[config.mk]
export PLATFORM = sky130hd
export DESIGN_NAME = fetch_prefetch_unit_flat
export DESIGN_NICKNAME = d
export VERILOG_FILES = /design/src/rtl/fetch_prefetch_unit_if.sv /design/src/rtl/fetch_prefetch_unit.sv /design/src/flat_wrapper.sv
export SDC_FILE = /design/constraint.sdc
export NUM_CORES = 1
export LEC_CHECK = 0
export BUFFER_PORTS_ARGS = -buffer_cell sky130_fd_sc_hd__buf_2
export CAP_MARGIN = 20
export CELL_PAD_IN_SITES_DETAIL_PLACEMENT = 0
export CELL_PAD_IN_SITES_GLOBAL_PLACEMENT = 1
export CORE_ASPECT_RATIO = 0.8
export CORE_MARGIN = 4
export CORE_UTILIZATION = 40
export CTS_BUF_LIST = sky130_fd_sc_hd__clkbuf_4 sky130_fd_sc_hd__clkbuf_8 sky130_fd_sc_hd__clkbuf_16
export DETAILED_ROUTE_END_ITERATION = 10
export PLACE_DENSITY = 0.69
export SETUP_SLACK_MARGIN = 0.02
export SYNTH_ARGS = -nofsm -noshare
export SYNTH_HDL_FRONTEND = slang
export SYNTH_SLANG_ARGS = --single-unit
[constraint.sdc]
create_clock -name clk -period 3.5 [get_ports clk]
set_clock_uncertainty 0.05 [all_clocks]
set_input_delay 0.7 -clock clk [delete_from_list [all_inputs] [get_ports clk]]
set_output_delay 0.7 -clock clk [all_outputs]
set_load 0.02 [all_outputs]
[src/rtl/fetch_prefetch_unit_if.sv]
// APB bus bundle shared by the instruction-memory master and its slave.
interface apb_if #(
    parameter int ADDR_W = 32
);
    logic              psel;
    logic              penable;
    logic              pwrite;
    logic [ADDR_W-1:0] paddr;
    logic [31:0]       pwdata;
    logic [31:0]       prdata;
    logic              pready;
    logic              pslverr;

    modport master (
        output psel, penable, pwrite, paddr, pwdata,
        input  prdata, pready, pslverr
    );
    modport slave (
        input  psel, penable, pwrite, paddr, pwdata,
        output prdata, pready, pslverr
    );
endinterface

[src/rtl/fetch_prefetch_unit.sv]
// Fetch front end: APB read master, prefetch queue, static JAL/branch predict.
// Define FETCH_BTFN_PRED_EN to follow backward conditional branches.
module apb_controller_sbm #(
    parameter int ADDR_W = 32
) (
    input  logic              clk,
    input  logic              rst_n,
    input  logic              start,
    input  logic [ADDR_W-1:0] addr,
    output logic              valid,
    output logic              error,
    output logic [31:0]       rdata,
    apb_if.master             apb
);
    typedef enum logic [1:0] {C_IDLE, C_SETUP, C_ACCESS} cst_t;

    cst_t              st_q, st_d;
    logic [ADDR_W-1:0] addr_q;

    always_ff @(posedge clk or negedge rst_n) begin
        if (!rst_n) begin
            st_q   <= C_IDLE;
            addr_q <= '0;
        end else begin
            st_q <= st_d;
            if (st_q == C_IDLE && start) addr_q <= addr;
        end
    end

    always_comb begin
        st_d = st_q;
        unique case (st_q)
            C_IDLE:   if (start) st_d = C_SETUP;
            C_SETUP:  st_d = C_ACCESS;
            C_ACCESS: if (apb.pready) st_d = C_IDLE;
            default:  st_d = C_IDLE;
        endcase
    end

    assign apb.psel    = (st_q != C_IDLE);
    assign apb.penable = (st_q == C_ACCESS);
    assign apb.pwrite  = 1'b0;
    assign apb.paddr   = addr_q;
    assign apb.pwdata  = '0;
    assign valid = (st_q == C_ACCESS) && apb.pready && !apb.pslverr;
    assign error = (st_q == C_ACCESS) && apb.pready && apb.pslverr;
    assign rdata = apb.prdata;
endmodule

module fetch_prefetch_unit #(
    parameter int                ADDR_W  = 32,
    parameter logic [ADDR_W-1:0] INIT_PC = '0,
    parameter int                DEPTH   = 4
) (
    input  logic                     clk,
    input  logic                     rst_n,
    apb_if.master                    imem_apb,
    input  logic                     redirect_i,
    input  logic [ADDR_W-1:0]        redirect_pc_i,
    input  logic                     ready_i,
    output logic                     valid_o,
    output logic [ADDR_W-1:0]        pc_o,
    output logic [31:0]              inst_o,
    output logic                     pred_taken_o,
    output logic                     fault_o,
    output logic [$clog2(DEPTH):0]   level_o
);
    localparam int PTR_W = $clog2(DEPTH);
    localparam int CNT_W = PTR_W + 1;

    typedef enum logic [1:0] {ST_ISSUE, ST_WAIT, ST_DISCARD, ST_HALT} st_t;

    typedef struct packed {
        logic [ADDR_W-1:0] pc;
        logic [31:0]       inst;
        logic              pred;
        logic              fault;
    } entry_t;

    entry_t            q [DEPTH];
    logic [PTR_W-1:0]  rd_q, wr_q;
    logic [CNT_W-1:0]  count_q;
    st_t               st_q, st_d;
    logic [ADDR_W-1:0] fpc_q, fpc_d;

    logic              start, apb_valid, apb_error, resp;
    logic [31:0]       rdata;
    logic              push, pop, room, inflight;
    entry_t            push_e;
    logic [ADDR_W-1:0] nxt_pc;
    logic              nxt_pred;
    logic [CNT_W:0]    occ;

    apb_controller_sbm #(.ADDR_W(ADDR_W)) u_apb (
        .clk   (clk),
        .rst_n (rst_n),
        .start (start),
        .addr  (fpc_q),
        .valid (apb_valid),
        .error (apb_error),
        .rdata (rdata),
        .apb   (imem_apb)
    );

    assign resp = apb_valid | apb_error;

    // Static prediction from the returned word
    logic              is_jal, is_bwd_br;
    logic [20:0]       j_imm;
    logic [12:0]       b_imm;

    assign is_jal    = (rdata[6:0] == 7'b1101111);
    assign is_bwd_br = (rdata[6:0] == 7'b1100011) && rdata[31];
    assign j_imm = {rdata[31], rdata[19:12], rdata[20], rdata[30:21], 1'b0};
    assign b_imm = {rdata[31], rdata[7], rdata[30:25], rdata[11:8], 1'b0};

    always_comb begin
        nxt_pc   = fpc_q + ADDR_W'(4);
        nxt_pred = 1'b0;
        unique case (1'b1)
            is_jal: begin
                nxt_pc   = fpc_q + {{(ADDR_W-21){j_imm[20]}}, j_imm};
                nxt_pred = 1'b1;
            end
`ifdef FETCH_BTFN_PRED_EN
            is_bwd_br: begin
                nxt_pc   = fpc_q + {{(ADDR_W-13){b_imm[12]}}, b_imm};
                nxt_pred = 1'b1;
            end
`else
            is_bwd_br: ;
`endif
            default: ;
        endcase
    end

    assign inflight = (st_q == ST_WAIT) || (st_q == ST_DISCARD);
    assign occ  = {1'b0, count_q} + {{CNT_W{1'b0}}, inflight};
    assign room = occ < (CNT_W+1)'(DEPTH);

    always_comb begin
        st_d   = st_q;
        fpc_d  = fpc_q;
        start  = 1'b0;
        push   = 1'b0;
        push_e = '{pc: fpc_q, inst: rdata, pred: nxt_pred, fault: 1'b0};
        if (redirect_i) begin
            fpc_d = redirect_pc_i;
            unique case (st_q)
                ST_WAIT:    st_d = resp ? ST_ISSUE : ST_DISCARD;
                ST_DISCARD: st_d = resp ? ST_ISSUE : ST_DISCARD;
                default:    st_d = ST_ISSUE;
            endcase
        end else begin
            unique case (st_q)
                ST_ISSUE: if (room) begin
                    start = 1'b1;
                    st_d  = ST_WAIT;
                end
                ST_WAIT: begin
                    if (apb_valid) begin
                        push  = 1'b1;
                        fpc_d = nxt_pc;
                        st_d  = ST_ISSUE;
                    end else if (apb_error) begin
                        push   = 1'b1;
                        push_e = '{pc: fpc_q, inst: 32'h0, pred: 1'b0, fault: 1'b1};
                        st_d   = ST_HALT;
                    end
                end
                ST_DISCARD: if (resp) st_d = ST_ISSUE;
                default: ;
            endcase
        end
    end

    always_ff @(posedge clk or negedge rst_n) begin
        if (!rst_n) begin
            st_q  <= ST_ISSUE;
            fpc_q <= INIT_PC;
        end else begin
            st_q  <= st_d;
            fpc_q <= fpc_d;
        end
    end

    assign pop = valid_o & ready_i & ~redirect_i;

    always_ff @(posedge clk or negedge rst_n) begin
        if (!rst_n) begin
            rd_q    <= '0;
            wr_q    <= '0;
            count_q <= '0;
            for (int i = 0; i < DEPTH; i++) q[i] <= '0;
        end else if (redirect_i) begin
            rd_q    <= '0;
            wr_q    <= '0;
            count_q <= '0;
        end else begin
            if (push) begin
                q[wr_q] <= push_e;
                wr_q    <= wr_q + 1'b1;
            end
            if (pop) rd_q <= rd_q + 1'b1;
            if (push && !pop) count_q <= count_q + 1'b1;
            else if (pop && !push) count_q <= count_q - 1'b1;
        end
    end

    assign valid_o      = (count_q != '0);
    assign pc_o         = q[rd_q].pc;
    assign inst_o       = q[rd_q].inst;
    assign pred_taken_o = q[rd_q].pred;
    assign fault_o      = q[rd_q].fault;
    assign level_o      = count_q;
endmodule
[src/flat_wrapper.sv]
// flat-port wrapper written by rule: the top's interface ports become plain ports
module fetch_prefetch_unit_flat 
#(
    parameter int                ADDR_W  = 32,
    parameter logic [ADDR_W-1:0] INIT_PC = '0,
    parameter int                DEPTH   = 4
)
  (clk, rst_n, redirect_i, redirect_pc_i, ready_i, valid_o, pc_o, inst_o, pred_taken_o, fault_o, level_o, imem_apb_psel, imem_apb_penable, imem_apb_pwrite, imem_apb_paddr, imem_apb_pwdata, imem_apb_prdata, imem_apb_pready, imem_apb_pslverr);
  apb_if #(.ADDR_W(ADDR_W)) imem_apb_i ();
  input  logic clk;
  input  logic rst_n;
  input  logic redirect_i;
  input  logic [ADDR_W-1:0] redirect_pc_i;
  input  logic ready_i;
  output logic valid_o;
  output logic [ADDR_W-1:0] pc_o;
  output logic [31:0] inst_o;
  output logic pred_taken_o;
  output logic fault_o;
  output logic [$clog2(DEPTH):0] level_o;
  output wire logic [$bits(imem_apb_i.psel)-1:0] imem_apb_psel;
  output wire logic [$bits(imem_apb_i.penable)-1:0] imem_apb_penable;
  output wire logic [$bits(imem_apb_i.pwrite)-1:0] imem_apb_pwrite;
  output wire logic [$bits(imem_apb_i.paddr)-1:0] imem_apb_paddr;
  output wire logic [$bits(imem_apb_i.pwdata)-1:0] imem_apb_pwdata;
  input wire logic [$bits(imem_apb_i.prdata)-1:0] imem_apb_prdata;
  input wire logic [$bits(imem_apb_i.pready)-1:0] imem_apb_pready;
  input wire logic [$bits(imem_apb_i.pslverr)-1:0] imem_apb_pslverr;
  assign imem_apb_psel = imem_apb_i.psel;
  assign imem_apb_penable = imem_apb_i.penable;
  assign imem_apb_pwrite = imem_apb_i.pwrite;
  assign imem_apb_paddr = imem_apb_i.paddr;
  assign imem_apb_pwdata = imem_apb_i.pwdata;
  assign imem_apb_i.prdata = imem_apb_prdata;
  assign imem_apb_i.pready = imem_apb_pready;
  assign imem_apb_i.pslverr = imem_apb_pslverr;
  fetch_prefetch_unit #(.ADDR_W(ADDR_W), .INIT_PC(INIT_PC), .DEPTH(DEPTH)) u_core (.clk(clk), .rst_n(rst_n), .imem_apb(imem_apb_i), .redirect_i(redirect_i), .redirect_pc_i(redirect_pc_i), .ready_i(ready_i), .valid_o(valid_o), .pc_o(pc_o), .inst_o(inst_o), .pred_taken_o(pred_taken_o), .fault_o(fault_o), .level_o(level_o));
endmodule
==> results of run 1 <==
[per-stage QoR]
| stage | power [W] | utilization | instance area [um^2] | setup WS, ns |
|---|---|---|---|---|
| floorplan | 0.00732 | - | 17200 | 0.606 |
| global placement | 0.00859 | 0.442 | 18600 | 0.114 |
| detailed placement | 0.00863 | 0.442 | 18600 | 0.112 |
| CTS | 0.0129 | 0.474 | 19900 | 0.356 |
| global route | 0.0134 | 0.474 | 19900 | 0.196 |
| finish | 0.0127 | 0.474 | 19900 | 0.422 |
[how the worst max path moves through the flow]
stage	from	end	slack [ns]	cells after the start
4_1_cts	u_core.rd_q[0]$_DFFE_PN0P_	pc_o[31]	0.36	3
3_3_place_gp	imem_apb_prdata[21]	u_core.fpc_q[31]$_DFFE_PN0P_	0.11	13
2_1_floorplan	imem_apb_prdata[21]	u_core.fpc_q[31]$_DFFE_PN0P_	0.61	12
3_5_place_dp	imem_apb_prdata[21]	u_core.fpc_q[31]$_DFFE_PN0P_	0.11	13
6_report	u_core.rd_q[0]$_DFFE_PN0P_	pc_o[10]	0.42	3
5_1_grt	u_core.fpc_q[8]$_DFFE_PN0P_	u_core.fpc_q[31]$_DFFE_PN0P_	0.20	9
[cell families (layout without fill, tap and decap cells)]
kind of cell	Yosys count	in the layout
flops	339	339
fa+ha+maj	40	40
compound gates	357	357
xor+xnor	35	35
simple gates	462	462
mux	197	197
other cells	1	33
buf+inv	167	302
[sequential cells by signal, summed over array words and instances, names as in the netlist]
register and count:
u_core.q 264, u_core.fpc_q 32, u_core.u_apb.apb.paddr 32, u_core.level_o 3
u_core.rd_q 2, u_core.st_q 2, u_core.u_apb.st_q 2, u_core.wr_q 2
[synth_stat cells (all sizes together), types with 3 or more instances]
cell type / count
nor2b: 3
nand2b: 9
nand3: 18
dfrtp: 339
and4: 5
a21o: 24
nor3: 9
nor2: 45
mux2i: 4
mux2: 127
o21ai: 198
clkbuf: 85
a31oi: 7
nand2: 325
o21bai: 5
xnor2: 22
or3: 6
and2: 5
a21oi: 65
o211ai: 7
inv: 16
o21a: 3
nand3b: 3
o22ai: 13
nand4: 13
a41oi: 3
buf: 66
a211oi: 14
ha: 38
mux4: 66
o31ai: 6
xor2: 13
and3: 15
[cell type report]
type,instances,share of cell area
tap,552,0.0347
multi-input combinational,1124,0.400
inverter,16,0.00301
timing repair buffer,217,0.0693
sequential,339,0.426
clock buffer,58,0.0593
clock inverter,11,0.00778
[report_power, final]
group	leakage (nW)	total (W)	switching (W)	internal [W]
logic	4.43	0.00366	0.00217	0.00148
registers	4.57	0.00487	0.000422	0.00445
clock network	0.668	0.00420	0.00164	0.00256
[metal layers]
| layer | share of wire | up-vias | global-route usage | wire length (um) |
|---|---|---|---|---|
| li1 | - | 5855 | - | - |
| met1 | 0.48 | 6255 | 0.303 | 22900 |
| met2 | 0.45 | 275 | 0.320 | 21500 |
| met3 | 0.057 | 57 | 0.0444 | 2710 |
| met4 | 0.014 | 4 | 0.0370 | 653 |
| met5 | 0.00067 | - | 0 | 32 |
[worst register-to-register path: stages (launching register included)]
cell and delay (ns):
dfrtp_1 0.38, ha_1 0.19, inv_1 0.06, fa_1 0.38, nand2b_1 0.20, a211oi_2 0.29
o211ai_2 0.18, o211ai_2 0.28, a31oi_1 0.24, o21ai_1 0.23, mux2i_1 0.26, o21ai_1 0.10
o311ai_1 0.09
==> results_dict.tcl, run 1 <==
set metrics [dict create \
    outcome "finished, final reports clean" \
    antenna_found_initial 3 \
    postRouteAntennaNets 0 \
    synthMuxAreaShare 0.173 \
    numCtsBuffers 38 \
    final_common_cell "dfrtp_1" \
    die_y_um 193 \
    initial_utilization 0.406 \
    power_density_nw_per_um2 638 \
    syn_inst 1598 \
    setup.worst_path.end_class "output pin" \
    seq_area_um2 8490 \
    synth_seq_area_share 0.496 \
    synth_seq_cells 339 \
    final_max_slew_viol_count 0 \
    slew_headroom 0.413 \
    fin_crit_sh 0.879 \
    r2r_cells 12 \
    ctsHtreeMaxLevel 2 \
    finalSetupViolations 0 \
    clock-root-buffer "clkbuf_16" \
    postCtsSetupRepairBufs 0 \
    io_buffers 173 \
    via_count 12400 \
    synth_largest_area_cell "dfrtp_1" \
    syn_area_um2 17100 \
    vdd.ir_drop.worst_v 0.000427 \
    synth.top_cell.area_share 0.496 \
    path_class "flop to output pin" \
    grt_max_degree 89 \
    fp.dieW_um 239 \
    synthFlopType "dfrtp_1" \
    rsz0062_at_grt "false" \
    cp_data_arrival_time_ns 2.33 \
    yosys.area_share.simple 0.115 \
    synth-compound-area-share 0.120 \
    fin_setup_tns_ns 0 \
    leakagePower_nw 9.68 \
    final-hold-violation-count 0 \
    clkSlewWorstSetupHoldPaths_ns 0.06 \
    routed_via_density 5.37 \
    finalCriticalPeriod_ns 3.08 \
    yosys.area_share.xor_xnor 0.0179 \
    worstMarginPinSlew_ns 0.877 \
    wl_per_cell_um 20.6 \
    syn_area_per_cell_um2 10.7 \
    maxCapViolCount 0 \
    rr_endpoint "u_core.fpc_q[31]$_DFFE_PN0P_" \
    slowest_stage "dfrtp_4" \
    grt.overflow.total 0 \
    slowest_delay_ns 0.66 \
    n_antenna_cell 0 \
    hold_class "input port to asynchronous set/reset pin" \
    cts_sinks 339 \
    final_cell_mix "dfrtp_1, nand2_1, o21ai_0" \
    async_flop_share 1.00 \
    dr.first_iter.drc_count 756 \
    area_growth_pct 16.6 \
    ys_types 64 \
    synthAdderAreaFrac 0.0302 \
    wirelength_um 47800 \
    place_inst 2248 \
    r2r_start "u_core.fpc_q[1]$_DFFE_PN0P_" \
    cp-start-kind "flop" \
    worstPathRequired_ns 2.75 \
    synth_edf_count 0 \
    grt_usage 0.206 \
    dieArea_um2 46100 \
    layout-drive-gt1-share 0.285 \
    grt_pass1_wl_um 74100 \
    multiInputGateArea_um2 7970 \
    fmax_mhz 325 \
    synth_area_leaders "dfrtp_1, mux4_2, mux2_2" \
    dr.pass1.iters 4 \
    holdBufCountCts 0 \
    cts_tree "built" \
    holdWs_ns 0.161 \
    post-dp-hpwl_um 33100 \
    regToRegSetupSlack_ns 0.49 \
    synth_top_family_by_area "multiplexers" \
    final_nets 1846 \
    crit_path_max_fanout 27 \
    path_buf_inv 2 \
    clock_path_buffers 3 \
    place.gp.congestion 0.862 \
    post_cts_resized 0 \
    worstPathCellList "buf_12, mux4_2, buf_2" \
    yosysWarningCount 0 \
    grt_pass1_vias 12400 \
    drc 0 \
    final_cells 2317 \
    pin_count 207 \
    clock_latency_ns 0.54 \
    std_cell_rows 67 \
    nFillCells 3957 \
    core_area_um2 42100 \
    crit_family "flip-flops" \
]
(Power assumes the default switching activity.)
==> run 2, diff against run 1 <==
==> constraint.sdc (replaced) <==
create_clock -name clk -period 3.1 [get_ports clk]
set_clock_uncertainty 0.05 [all_clocks]
set_input_delay 0.465 -clock clk [delete_from_list [all_inputs] [get_ports clk]]
set_output_delay 0.465 -clock clk [all_outputs]
set_load 0.02 [all_outputs]
==> results_dict.tcl, run 2 (synthesized netlist as in run 1, its figures left out) <==
set metrics [dict create \
    top_layer_used "met5" \
    final_cells 2329 \
    final-hold-violation-count 0 \
    postRouteAntennaNets 0 \
    grt_max_degree 76 \
    postCtsSetupRepairBufs 0 \
    core_area_um2 42100 \
    place_inst 2261 \
    maxCapViolCount 0 \
    place.gp.congestion 0.916 \
    io_buffers 173 \
    dr.pass1.iters 4 \
    worstPathCellList "ha_1, inv_1, fa_1, nand2b_1, a211oi_2, o211ai_2, o211ai_4, a31oi_4, o21ai_2, mux2i_1, o21ai_1, o311ai_1" \
    slowest_delay_ns 0.38 \
    top_register "u_core.q" \
    met2WireLength_um 21500 \
    initial_utilization 0.406 \
    cp-start-kind "flop" \
    grt.overflow.total 0 \
    dieArea_um2 46100 \
    cts_sinks 339 \
    fin_crit_sh 0.917 \
    ctsHtreeMaxLevel 2 \
    final_cell_mix "dfrtp_1, nand2_1, o21ai_0" \
    routed_via_density 5.40 \
    via_count 12600 \
    n_antenna_cell 0 \
    wl_per_cell_um 20.6 \
    finalCriticalPeriod_ns 2.84 \
    final_nets 1860 \
    layout-drive-gt1-share 0.290 \
    worstPathRequired_ns 3.48 \
    drc 0 \
    final_common_cell "dfrtp_1" \
    die_y_um 193 \
    outcome "finished, final reports clean" \
    area_growth_pct 17.4 \
    worstMarginPinSlew_ns 0.756 \
    pin_count 207 \
    cts_tree "built" \
    routedLengthMet1_um 22900 \
    numCtsBuffers 38 \
    antenna_found_initial 2 \
    fp.dieW_um 239 \
    clkSlewWorstSetupHoldPaths_ns 0.07 \
    rsz0062_at_grt "true" \
    crit_path_max_fanout 3 \
    slew_headroom 0.494 \
    crit_family "compound AO/OA/AOI/OAI gates" \
    clock-root-buffer "clkbuf_16" \
    clock_latency_ns 0.54 \
    hold_class "input port to flop" \
    fmax_mhz 352 \
    leakagePower_nw 9.75 \
    final_util 0.477 \
    finalSetupViolations 0 \
    path_buf_inv 1 \
    dr.first_iter.drc_count 824 \
    final_max_slew_viol_count 0 \
    clock_path_buffers 3 \
    grt_pass1_vias 12900 \
    vdd.ir_drop.worst_v 0.000395 \
    wirelength_um 47900 \
    largest_reg_flops 264 \
    path_class "flop to flop" \
    cp_data_arrival_time_ns 3.22 \
    route.met3.wl_um 2440 \
    power_density_nw_per_um2 724 \
    post-dp-hpwl_um 33400 \
    grt_pass1_wl_um 75800 \
    grt_usage 0.209 \
    slowest_stage "fa_1" \
    setup.worst_path.end_class "flop" \
    std_cell_rows 67 \
]
[run 2: report_power, final]
part	leakage (nW)	internal (W)	switching [W]
logic	4.50	0.00170	0.00253
registers	4.57	0.00502	0.000396
clock network	0.678	0.00303	0.00185
total	9.75	0.00975	0.00478
[run 2: worst min-delay path, stage by stage]
cell and delay, ns:
buf_2 0.09, nand2_1 0.04, o21ai_1 0.06
[run 2: final cells by class]
class,instances,area (um^2)
fill,3917,22000
sequential,339,8490
multi-input combinational,1124,8000
timing repair buffer,231,1480
clock buffer,54,1130
tap,552,691
clock inverter,13,223
inverter,16,60.1
[run 2: worst paths after layout]
check	endpoint	cells after the start	startpoint	slack (ns)
min in group asynchronous	u_core.q[209]$_DFFE_PN0P_	2	rst_n	0.49
hold reg to reg	u_core.u_apb.apb.paddr[18]$_DFFE_PN0P_	2	u_core.u_apb.apb.paddr[18]$_DFFE_PN0P_	0.42
setup / recovery	u_core.fpc_q[31]$_DFFE_PN0P_	12	u_core.fpc_q[1]$_DFFE_PN0P_	0.26
hold / removal	u_core.fpc_q[23]$_DFFE_PN0P_	3	redirect_pc_i[23]	0.10
setup reg to reg	u_core.fpc_q[31]$_DFFE_PN0P_	12	u_core.fpc_q[1]$_DFFE_PN0P_	0.26
max in group asynchronous	u_core.q[21]$_DFFE_PN0P_	3	rst_n	1.60
[run 2: routing by layer]
metal,vias up,global-route usage
met5,-,0
met1,6346,0.309
met3,73,0.0391
met2,284,0.320
met4,2,0.0498
li1,5880,-
[run 2: repair_timing]
item | CTS | global route
resized for setup | 0 | 4
hold buffers | 1 | 0
setup endpoints to repair | 0 | 3
hold endpoints to repair | 69 | 0
[run 2: per-stage QoR]
| step | hold WS, ns | total power [W] | setup WS (ns) | cell area [um^2] | TNS, ns |
|---|---|---|---|---|---|
| CTS | 0.0874 | 0.0147 | 0.141 | 20000 | 0 |
| finish | 0.104 | 0.0145 | 0.256 | 20100 | 0 |
| global placement | 0.406 | 0.00972 | -0.0414 | 18700 | -0.0414 |
| global route | 0.0995 | 0.0153 | 0.00907 | 20100 | 0 |
| detailed placement | 0.410 | 0.00976 | -0.0568 | 18700 | -0.0715 |
| floorplan | 0.119 | 0.00827 | 0.349 | 17200 | 0 |
